[src/rtl/llsc_reservation_monitor.sv]
// Multi-channel LL/SC reservation monitor: one granule reservation per channel,
// cross-channel store snoop, per-channel flush, registered SC verdict, optional timeout.
module llsc_reservation_monitor #(
    parameter  int NUM_CH      = 2,
    parameter  int ADDR_W      = 32,
    parameter  int GRAN_LOG2   = 4,
    parameter  int TIMEOUT_CYC = 0,
    localparam int CH_W        = (NUM_CH > 1) ? $clog2(NUM_CH) : 1
) (
    input  logic                     clk,
    input  logic                     rst,
    input  logic [NUM_CH-1:0]        flush_i,
    input  logic [NUM_CH-1:0]        ll_req_i,
    input  logic [NUM_CH-1:0]        sc_req_i,
    input  logic [NUM_CH*ADDR_W-1:0] ch_addr_i,
    input  logic                     st_valid_i,
    input  logic [CH_W-1:0]          st_ch_i,
    input  logic [ADDR_W-1:0]        st_addr_i,
    output logic [NUM_CH-1:0]        llbit_o,
    output logic [NUM_CH-1:0]        sc_done_o,
    output logic [NUM_CH-1:0]        sc_ok_o
);

    localparam int GRAN_W = ADDR_W - GRAN_LOG2;

    logic [GRAN_W-1:0] st_gran;
    assign st_gran = st_addr_i[ADDR_W-1:GRAN_LOG2];

    if (GRAN_LOG2 > 0) begin : g_st_low
        logic unused_st_low;
        assign unused_st_low = ^st_addr_i[GRAN_LOG2-1:0];
    end

    for (genvar c = 0; c < NUM_CH; c++) begin : g_ch
        localparam logic [CH_W-1:0] CH_IDX = CH_W'(c);

        logic [GRAN_W-1:0] ch_gran;
        logic [GRAN_W-1:0] gran_q, gran_d;
        logic              valid_q, valid_d;
        logic              done_q, done_d;
        logic              ok_q, ok_d;
        logic              snoop_hit;
        logic              ll_take;
        logic              timeout;

        assign ch_gran = ch_addr_i[c*ADDR_W+GRAN_LOG2 +: GRAN_W];

        if (GRAN_LOG2 > 0) begin : g_ch_low
            logic unused_ch_low;
            assign unused_ch_low = ^ch_addr_i[c*ADDR_W +: GRAN_LOG2];
        end

        // st_ch_i values beyond NUM_CH-1 never equal CH_IDX, so they count as foreign
        assign snoop_hit = st_valid_i && (st_ch_i != CH_IDX) && (st_gran == gran_q) && valid_q;
        assign ll_take   = ll_req_i[c] && !flush_i[c];

        always_comb begin
            done_d  = sc_req_i[c] && !flush_i[c];
            ok_d    = done_d && valid_q && (ch_gran == gran_q);
            valid_d = valid_q;
            gran_d  = gran_q;
            if (flush_i[c]) begin
                valid_d = 1'b0;
            end else if (ll_req_i[c]) begin
                valid_d = 1'b1;
                gran_d  = ch_gran;
            end else if (sc_req_i[c] || snoop_hit || timeout) begin
                valid_d = 1'b0;
            end
        end

        always_ff @(posedge clk) begin
            if (rst) begin
                valid_q <= 1'b0;
                gran_q  <= '0;
                done_q  <= 1'b0;
                ok_q    <= 1'b0;
            end else begin
                valid_q <= valid_d;
                gran_q  <= gran_d;
                done_q  <= done_d;
                ok_q    <= ok_d;
            end
        end

        if (TIMEOUT_CYC > 0) begin : g_age
            localparam int AGE_W = $clog2(TIMEOUT_CYC + 1);

            logic [AGE_W-1:0] age_q, age_d;

            always_comb begin
                age_d = age_q;
                if (!valid_d || ll_take) begin
                    age_d = '0;
                end else if (age_q != '1) begin
                    age_d = age_q + AGE_W'(1);
                end
            end

            always_ff @(posedge clk) begin
                if (rst) begin
                    age_q <= '0;
                end else begin
                    age_q <= age_d;
                end
            end

            // age counts edges since the LL, so TIMEOUT_CYC-1 marks the last live cycle
            assign timeout = valid_q && (age_q == AGE_W'(TIMEOUT_CYC - 1));
        end else begin : g_no_age
            assign timeout = 1'b0;
        end

        assign llbit_o[c]   = valid_q;
        assign sc_done_o[c] = done_q;
        assign sc_ok_o[c]   = ok_q;
    end

endmodule

[config.mk]
export PLATFORM = sky130hd
export DESIGN_NAME = llsc_reservation_monitor
export DESIGN_NICKNAME = d
export VERILOG_FILES = /design/src/rtl/llsc_reservation_monitor.sv
export SDC_FILE = /design/constraint.sdc
export NUM_CORES = 1
export LEC_CHECK = 0
export CORE_UTILIZATION = 50
export DETAILED_ROUTE_END_ITERATION = 10
export PLACE_DENSITY_LB_ADDON = 0.25
export SLEW_MARGIN = 15
export SYNTH_ARGS = -nofsm -noshare
export SYNTH_HDL_FRONTEND = slang
export SYNTH_SLANG_ARGS = --single-unit
[constraint.sdc]
create_clock -name clk -period 2.4 [get_ports clk]
set_clock_uncertainty 0.15 [all_clocks]
set_input_delay 0.6 -clock clk [delete_from_list [all_inputs] [get_ports clk]]
set_output_delay 0.6 -clock clk [all_outputs]
set_load 0.01 [all_outputs]
==> flow_summary.ini <==
[pwr]
p_total_mw = 2.398
cellPowerDensity_mw_per_mm2 = 519.2
power_leakage_nw = 1.746
p_switching_mw = 0.6572
p_seq_share_pct = 47.1
ir_drop_uv = 346.8
power.switching_fraction_pct = 27.40
p_int_mw = 1.741
pwr-share-comb_pct = 20.8
clkPwrFrac_pct = 32.1

[synth]
ys_seq_area_share_pct = 36.44
ys_types = 21
ys_ff_latch = 62
syn_nets = 525
yosys.area.top_type = dfxtp_1
yosys-top-cells-area = dfxtp_1 (36%), xor2_1 (17%), nand2_1 (13%), xnor2_1 (12%), a21oi_1 (8.2%)
syn_area_mm2 = 0.003406
netlist_instances = 419
yosysWarnings = 0
syn_area_per_cell_um2 = 8.128
synth_top_area_share_pct = 36.44

[sta]
setup_ws_ns = 0.06754
relSlewSlack_pct = 70.89
min_period_ns = 2.332
maxSlewViolCount = 0
period_share_pct = 97.19
rsz0062_at_grt = no
hold_slack_ns = 0.3520
timing.fmax_ghz = 0.4287
tightest_slew_ns = 0.4327
finalHoldViolations = 0
setup_violations = 0

[run_status]
violations = DRC
status = complete, but fails checks

[final_layout]
multi_input_area_mm2 = 0.002036
syn_to_final_growth_pct = 35.64
post-route-util_pct = 71.52
layout_commonest_cell = nand2_1
layout_common_cells = nand2_1 (114), clkdlybuf4s50_1 (98), xor2_1 (66), dfxtp_1 (62), a21oi_1 (56)
drive_gt1_share_pct = 6.526
final-seq-area_mm2 = 0.001241
fill_cells = 491
n_antenna_cell = 0
nets = 624
final_area_mm2 = 0.004619

[min_path]
hold_path_depth = 2
min_path_type = reg -> reg
min_from = g_ch[0].gran_q[3]
hold_end = g_ch[0].gran_q[3]

[drt]
vias_per_cell = 5.356
ant_nets = 0
first_pass_iters = 8
drt-total-wl_um = 9569
drt_iter0_markers = 277
vias = 3203
drcViolationCount = 5
wl_per_cell_um = 16.00

[placement]
gp_congestion = 0.8588
port_buffers = 99
dpl-instance-area_mm2 = 0.004464
post-place-ws_ns = -0.2510
dp_hpwl_um = 7281

[global_route]
grtUsageTotal_pct = 27.39
grt_max_degree = 30
grt-ovfl-total = 0
grt_pass1_wl_um = 14880
antenna_found_initial = 0
grt_pass1_vias = 3042

[cts]
numCtsBuffers = 9
post_cts_buffers = 0
tritoncts = yes
cts_resized = 0
clkSinkCount = 62
htree_levels = 3
insertion_delay_ns = 0.34
cts_root_buffer = clkbuf_8
clock_path_buffers = 2
holdBufCountCts = 0
path_clk_slew_ns = 0.07

[setup_path]
end_kind = flip-flop
r2r_end = g_ch[0].valid_q
critPathArrivalTime_ns = 2.39
crit_path_start_kind = primary input
reg2reg_setup_slack_ns = 0.48
crit_type = in -> reg
crit_top_cell = nor4_1
cp_cell_sequence = clkdlybuf4s50_1 -> xor2_1 -> nor4_1 -> nand4_1 -> nor4_1 -> buf_4 -> o32ai_1
slowest_stage = clkdlybuf4s50_1
crit_path_max_fanout = 2
cp_slowest_stage_delay_ns = 0.48
r2r_cells = 6
r2r-start = g_ch[0].gran_q[12]
crit_required_ns = 2.46

[floorplan]
dieArea_mm2 = 0.007145
num_rows = 29
die_w_um = 84.53
core_area_mm2 = 0.006459
start_util_pct = 52.73
num_io_pins = 112
die_h_um = 84.53

[flow_run]
maxCapViolCount = 0
-- cells by family after synthesis --
kind of cell,count (synthesis),synth area share (%)
buf+inv,25,3.784
flops,62,36.44
simple gates,162,22.23
compound gates,58,8.744
xor+xnor,112,28.80
-- power by group through the flow --
stage	Clock, mW	Combinational [mW]	Sequential (mW)
2_1_floorplan	0	0.239	1.14
3_3_place_gp	0	0.480	1.15
3_5_place_dp	0	0.490	1.15
4_1_cts	0.779	0.496	1.13
5_1_grt	0.832	0.536	1.13
6_report	0.769	0.499	1.13
-- per-stage QoR --
step	TNS, ns	instances
6_report	0	598
5_1_grt	0	598
4_1_cts	0	598
3_5_place_dp	-0.4290	584
3_3_place_gp	-0.3502	584
2_1_floorplan	0	419
-- final cells by class --
class | count | share of cell area (%)
Sequential cell | 62 | 26.87
Timing Repair Buffer | 113 | 23.62
Tap cell | 77 | 2.086
Clock inverter | 2 | 0.2167
Multi-Input combinational cell | 332 | 44.07
Clock buffer | 12 | 3.142
-- how the worst max path moves through the flow --
stage	endpoint	start	slack (ns)
2_1_floorplan	g_ch[0].ok_q	rst	0.69
3_3_place_gp	g_ch[0].valid_q	st_addr_i[18]	-0.19
3_5_place_dp	g_ch[0].valid_q	st_addr_i[18]	-0.25
4_1_cts	g_ch[0].valid_q	st_addr_i[18]	0.08
5_1_grt	g_ch[0].valid_q	st_addr_i[16]	0.001
6_report	g_ch[0].valid_q	st_addr_i[16]	0.07
-- registers in the layout (all words and copies together), names as in the netlist --
signal / flops
g_ch.done_q: 2
g_ch.gran_q: 56
g_ch.ok_q: 2
g_ch.valid_q: 2
-- worst max-delay path, delay by kind of cell --
kind	cells	cell delay, ns
compound gates	1	0.07
xor+xnor	1	0.17
simple gates	3	0.88
buf+inv	2	0.66
-- routing by layer --
layer	part of all wire [%]	vias to the layer above	wire [um]	GRT usage [%]
met5	0	-	0	0
met2	47	146	4478	45.08
li1	-	1578	-	-
met1	45	1467	4265	35.51
met3	7.5	12	716	5.408
met4	1.1	0	109	10.48
-- synthesized netlist by cell type, drive strengths merged --
cell	n
nor4	20
and2	2
nand4	15
nor2	2
nor3	2
xnor2	46
nand2b	2
buf	18
o32ai	2
nand3	2
nor2b	2
a21oi	56
xor2	66
clkbuf	7
dfxtp	62
nand4b	1
nand2	114
(Power assumes the default switching activity.)
